===== config.mk =====
export PLATFORM = sky130hd
export DESIGN_NAME = osc_freq_counter
export DESIGN_NICKNAME = d
export VERILOG_FILES = /design/src/rtl/osc_meas_pkg.sv /design/src/rtl/osc_edge_sync.sv /design/src/rtl/osc_freq_counter.sv
export SDC_FILE = /design/constraint.sdc
export NUM_CORES = 1
export LEC_CHECK = 0
export CAP_MARGIN = 10
export CORE_UTILIZATION = 35
export CTS_CLUSTER_DIAMETER = 80
export DETAILED_ROUTE_END_ITERATION = 10
export PLACE_DENSITY_LB_ADDON = 0.08
export SETUP_SLACK_MARGIN = 0.1
export SYNTH_ARGS = -nofsm -noshare
export SYNTH_HDL_FRONTEND = slang
export SYNTH_HIERARCHICAL = 1
export SYNTH_SLANG_ARGS = --single-unit

===== constraint.sdc =====
create_clock -name CLK -period 2.2 [get_ports CLK]
set_clock_uncertainty 0.05 [all_clocks]
set_input_delay 0.44 -clock CLK [delete_from_list [all_inputs] [get_ports CLK]]
set_output_delay 0.44 -clock CLK [all_outputs]
set_load 0.03 [all_outputs]

===== src/rtl/osc_meas_pkg.sv =====
`default_nettype none
// ============================================================================
// Module   : osc_meas_pkg
// Brief    : Shared types and default widths for the oscillator frequency
//            counter (measurement FSM states, parameter defaults).
// Revision : 1.0 - initial release
// ============================================================================
package osc_meas_pkg;

  // Measurement sequencer states
  typedef enum logic [1:0] {
    S_IDLE    = 2'd0,
    S_ARM     = 2'd1,
    S_MEASURE = 2'd2,
    S_DONE    = 2'd3
  } state_t;

  localparam int CNT_W_DEF       = 16;
  localparam int WIN_W_DEF       = 16;
  localparam int SYNC_STAGES_DEF = 2;

endpackage : osc_meas_pkg
`default_nettype wire


===== src/rtl/osc_edge_sync.sv =====
`default_nettype none
// ============================================================================
// Module   : osc_edge_sync
// Brief    : Multi-stage synchronizer for an asynchronous input followed by a
//            rising-edge detector. EDGE is high for one CLK cycle for each
//            0->1 transition seen at the last synchronizer stage.
// Revision : 1.0 - initial release
// ============================================================================
module osc_edge_sync
  import osc_meas_pkg::*;
#(
  parameter int SYNC_STAGES = SYNC_STAGES_DEF  // must be >= 2
) (
  input  logic CLK,
  input  logic RST,
  input  logic D,
  output logic EDGE
);

  logic [SYNC_STAGES-1:0] r_sync;
  logic                   r_prev;

  // Shift the async input through the sync chain and keep the previous
  // synchronized level for edge detection; runs continuously in all states.
  always_ff @(posedge CLK or posedge RST) begin
    if (RST) begin
      r_sync <= '0;
      r_prev <= 1'b0;
    end else begin
      r_sync <= {r_sync[SYNC_STAGES-2:0], D};
      r_prev <= r_sync[SYNC_STAGES-1];
    end
  end

  assign EDGE = r_sync[SYNC_STAGES-1] & ~r_prev;

endmodule : osc_edge_sync
`default_nettype wire


===== src/rtl/osc_freq_counter.sv =====
`default_nettype none
// ============================================================================
// Module   : osc_freq_counter
// Brief    : Counts OSC_IN rising edges over a programmable window of CLK
//            cycles and presents the count through a VALID/ACK handshake.
//            Sequence: IDLE -> ARM (flush synchronizer) -> MEASURE -> DONE.
// Revision : 1.0 - initial release
// ============================================================================
module osc_freq_counter
  import osc_meas_pkg::*;
#(
  parameter int CNT_W       = CNT_W_DEF,
  parameter int WIN_W       = WIN_W_DEF,
  parameter int SYNC_STAGES = SYNC_STAGES_DEF
) (
  input  logic             CLK,
  input  logic             RST,
  input  logic             OSC_IN,
  input  logic             EN,
  input  logic             START,
  input  logic [WIN_W-1:0] WIN,
  output logic             BUSY,
  output logic             VALID,
  output logic [CNT_W-1:0] COUNT,
  output logic             OVF,
  input  logic             ACK
);

  localparam int               c_ARM_W    = $clog2(SYNC_STAGES + 1);
  localparam logic [c_ARM_W-1:0] c_ARM_LAST = c_ARM_W'(SYNC_STAGES - 1);
  localparam logic [CNT_W-1:0] c_CNT_MAX  = '1;
  localparam logic [WIN_W-1:0] c_WIN_LAST = WIN_W'(1);

  state_t             r_state;
  logic [c_ARM_W-1:0] r_arm_cnt;
  logic [WIN_W-1:0]   r_win_cnt;   // remaining MEASURE cycles, loaded from WIN
  logic [CNT_W-1:0]   r_cnt;
  logic               r_ovf;
  logic               r_busy;
  logic               r_valid;
  logic               w_edge;

  osc_edge_sync #(
    .SYNC_STAGES (SYNC_STAGES)
  ) u_edge_sync (
    .CLK  (CLK),
    .RST  (RST),
    .D    (OSC_IN),
    .EDGE (w_edge)
  );

  // Measurement sequencer with window timer, saturating edge counter and
  // registered status outputs; EN low forces everything back to idle.
  always_ff @(posedge CLK or posedge RST) begin
    if (RST) begin
      r_state   <= S_IDLE;
      r_arm_cnt <= '0;
      r_win_cnt <= '0;
      r_cnt     <= '0;
      r_ovf     <= 1'b0;
      r_busy    <= 1'b0;
      r_valid   <= 1'b0;
    end else if (!EN) begin
      r_state   <= S_IDLE;
      r_arm_cnt <= '0;
      r_win_cnt <= '0;
      r_cnt     <= '0;
      r_ovf     <= 1'b0;
      r_busy    <= 1'b0;
      r_valid   <= 1'b0;
    end else begin
      case (r_state)
        S_IDLE: begin
          // A zero-length window is not a valid request
          if (START && (WIN != '0)) begin
            r_state   <= S_ARM;
            r_win_cnt <= WIN;
            r_arm_cnt <= '0;
            r_cnt     <= '0;
            r_ovf     <= 1'b0;
            r_busy    <= 1'b1;
          end
        end
        S_ARM: begin
          // Let edges already in flight in the sync chain drain uncounted
          if (r_arm_cnt == c_ARM_LAST) begin
            r_state <= S_MEASURE;
          end else begin
            r_arm_cnt <= r_arm_cnt + 1'b1;
          end
        end
        S_MEASURE: begin
          if (w_edge) begin
            if (r_cnt == c_CNT_MAX) begin
              r_ovf <= 1'b1;
            end else begin
              r_cnt <= r_cnt + 1'b1;
            end
          end
          // The edge seen in the last window cycle is still counted above
          if (r_win_cnt == c_WIN_LAST) begin
            r_state <= S_DONE;
            r_busy  <= 1'b0;
            r_valid <= 1'b1;
          end else begin
            r_win_cnt <= r_win_cnt - 1'b1;
          end
        end
        S_DONE: begin
          // ACK wins over a simultaneous START; the START is dropped
          if (ACK) begin
            r_state <= S_IDLE;
            r_valid <= 1'b0;
          end
        end
        default: begin
          r_state <= S_IDLE;
          r_busy  <= 1'b0;
          r_valid <= 1'b0;
        end
      endcase
    end
  end

  assign BUSY  = r_busy;
  assign VALID = r_valid;
  assign COUNT = r_cnt;
  assign OVF   = r_ovf;

endmodule : osc_freq_counter
`default_nettype wire


==> results.json <==
{
  "status": "finished, final reports clean",
  "numCtsBuffers": 5,
  "slew-limit-headroom": 0.642,
  "arrival_ns": 2.31,
  "num_vias": 2640,
  "hold_viol_final": 0,
  "post_drt_wl_per_cell_um": 14.7,
  "clkSlewWorstSetupHoldPaths_ns": 0.09,
  "synth.distinct_cells": 54,
  "start_util": 0.362,
  "seq_area_frac_synth": 0.400,
  "drc": 0,
  "synth_nets": 333,
  "synthFlopType": "dfrtp_1",
  "crit_chain": "or4_4, nor2_4, and3b_4, nand2b_1, or4b_1, a31oi_1",
  "areaGrowthSynthToFinish_pct": 46.6,
  "slowest_stage": "or4_4",
  "yosysTopAreaCell": "dfrtp_1",
  "grt_pass1_wl_um": 11800,
  "nets": 433,
  "globalRoute.busiestLayer": "met2",
  "maxCapViolCount": 0,
  "grt_usage": 0.197,
  "drive_gt1_frac": 0.270,
  "fin_crit_sh": 0.969,
  "crit_buf_inv": 0,
  "syn_area_mm2": 0.00263,
  "yosysWarnings": 6,
  "setup_viol": 0,
  "seq_area_mm2": 0.00105,
  "met3_usage": 0.0252,
  "hold_ws_ns": 0.270,
  "multi_input_area_mm2": 0.00159,
  "nFillCells": 698,
  "grtUsageMet1": 0.276,
  "rsz0062_at_grt": "yes",
  "ctsLongestPathBuffers": 2,
  "cp_top_family": "simple AND/OR/NAND/NOR gates",
  "endpoint_kind": "flip-flop",
  "grt_pass1_vias": 2467,
  "ys_ff_latch": 42,
  "antenna_found_initial": 0,
  "synthArstFlopShare": 1.00,
  "cts_tree": "yes",
  "drt_iter0_drc": 178,
  "path_max_fanout": 3,
  "fin_ws_ns": 0.0680,
  "gr-usage-met2": 0.313,
  "gp_congestion": 0.906,
  "die_area_mm2": 0.00786,
  "avgSynthCellArea_um2": 8.68,
  "finalSetupTns_ns": 0,
  "die_y_um": 88.7,
  "p_per_area_mw_per_mm2": 1100,
  "hold_class": "input port to async pin",
  "num_io_pins": 41,
  "critical_path_class": "flip-flop to flip-flop",
  "n_antenna_cell": 0,
  "rows": 31,
  "synth_edf_count": 0,
  "root_buffer": "clkbuf_8",
  "required_ns": 2.38,
  "die_width_um": 88.7,
  "cpPeakStageDelay_ns": 0.55,
  "preCtsSetupSlack_ns": -0.561,
  "synthTopCellsByArea": "dfrtp_1 40%, nand2_1 4.6%, nor2_1 3.9%",
  "detail_route.vias_per_cell": 5.25,
  "ir_drop_uv": 491,
  "drt-pass1-iter-count": 4,
  "dp_hpwl_um": 5250,
  "yosysTopAreaCellShare": 0.400,
  "grt_overflow": 0,
  "antenna_left": 0,
  "port_buffers": 40,
  "max_slew.worst_pin.slew_ns": 0.537,
  "p_leak_nw": 1.64,
  "grt_max_degree": 40,
  "maxSlewViolCount": 0,
  "wl_um": 7410,
  "max_freq_ghz": 0.469,
  "critPathLaunchType": "flip-flop",
  "core_area_mm2": 0.00725,
  "htreeDepth": 2,
  "fin_crit_ns": 2.13,
  "final_util": 0.531,
  "clk_latency_ns": 0.30,
  "cts_sinks": 42,
  "syn_inst": 303
}
Yosys cell counts, drive strengths merged, types with 2 or more instances:
cell type and n:
nand3 7, nor2 28, o32ai 5, xor2 3
a31o 2, clkbuf 8, o31ai 2, buf 5
o22ai 4, mux2i 6, o21bai 2, a31oi 10
o32a 2, o21ai 12, nor3 16, or3 5
nor4 10, nand4 10, ha 8, nand2 32
nor2b 7, a21oi 17, inv 18, nand2b 2
and2 3, and3 5, dfrtp 42, a211oi 2
xnor2 9
sequential cells by signal, indices dropped and copies added, names as in the netlist:
register and flops:
r_state 2, r_win_cnt 16, u_edge_sync/r_sync 2, VALID 1, u_edge_sync/r_prev 1, COUNT 16, BUSY 1, r_arm_cnt 2
OVF 1
report_power, final:
part / internal, mW / switching, mW
clock network: 0.253 / 0.296
logic: 1.31 / 1.31
registers: 0.926 / 0.144
total: 2.49 / 1.75
repair_timing:
item | in CTS | in global routing
endpoints found under the setup margin | 39 | 36
gates cloned | 0 | 1
setup buffers | 5 | 6
pin swaps | 12 | 10
hold buffers | 0 | 0
resized for setup | 26 | 25
endpoints found under the hold margin | 0 | 0
through the flow:
stage / cell area [um^2] / power [mW] / cells
after floorplan: 2640 / 2.41 / 303
after global placement: 3560 / 3.33 / 484
after detailed placement: 3560 / 3.35 / 484
after CTS: 3720 / 4.06 / 497
after global routing: 3850 / 4.54 / 503
final: 3850 / 4.24 / 503
placed cells by master (no fill, tap or decap), types with 9 or more instances in the layout:
cell             synthesis  final
nand4_1                 10     10
inv_1                   18     15
nor2_1                  27     25
nor3_1                  16     16
dfrtp_1                 42     42
a31oi_1                 10     10
a21oi_1                 17     13
o21ai_0                 12     10
clkdlybuf4s50_1          0     24
xnor2_1                  9      9
nand2_1                 32     32
buf_4                    0     61
dlygate4sd2_1            0     12
layer usage:
metal | vias up | part of all wire
li1 | 1305 | -
met1 | 1266 | 0.47
met2 | 60 | 0.48
met3 | 9 | 0.042
met4 | 0 | 0.011
met5 | - | 0
area by class of cell:
class | count | share of cell area
sequential | 42 | 0.273
multi-input combinational | 230 | 0.413
inverter | 18 | 0.0175
tap | 99 | 0.0321
clock buffer | 6 | 0.0214
clock inverter | 2 | 0.00325
timing repair buffer | 106 | 0.240
cells by family after synthesis:
kind of cell               Yosys count  share of synthesized area
DFF                                 42                      0.400
adders and majority gates            8                     0.0381
AOI/OAI and AO/OA                   67                      0.168
muxes                                7                     0.0271
and+or+nand+nor                    136                      0.280
buffers and inverters               31                     0.0466
xor gates and xnor gates            12                     0.0400
worst paths after layout:
kind	from	to	slack [ns]	depth (start not counted)
setup / recovery	r_win_cnt[9]$_DFFE_PP0P_	r_win_cnt[13]$_DFFE_PP0P_	0.07	6
hold / removal	RST	u_edge_sync/r_sync[0]$_DFF_PP0_	0.27	2
setup reg to reg	r_win_cnt[9]$_DFFE_PP0P_	r_win_cnt[13]$_DFFE_PP0P_	0.07	6
hold reg to reg	u_edge_sync/r_sync[0]$_DFF_PP0_	u_edge_sync/r_sync[1]$_DFF_PP0_	0.30	0
max in group asynchronous	RST	COUNT[12]$_DFFE_PP0P_	1.18	3
min in group CLK	u_edge_sync/r_sync[0]$_DFF_PP0_	u_edge_sync/r_sync[1]$_DFF_PP0_	0.30	0
No activity file was read; power rests on OpenSTA's default activity.
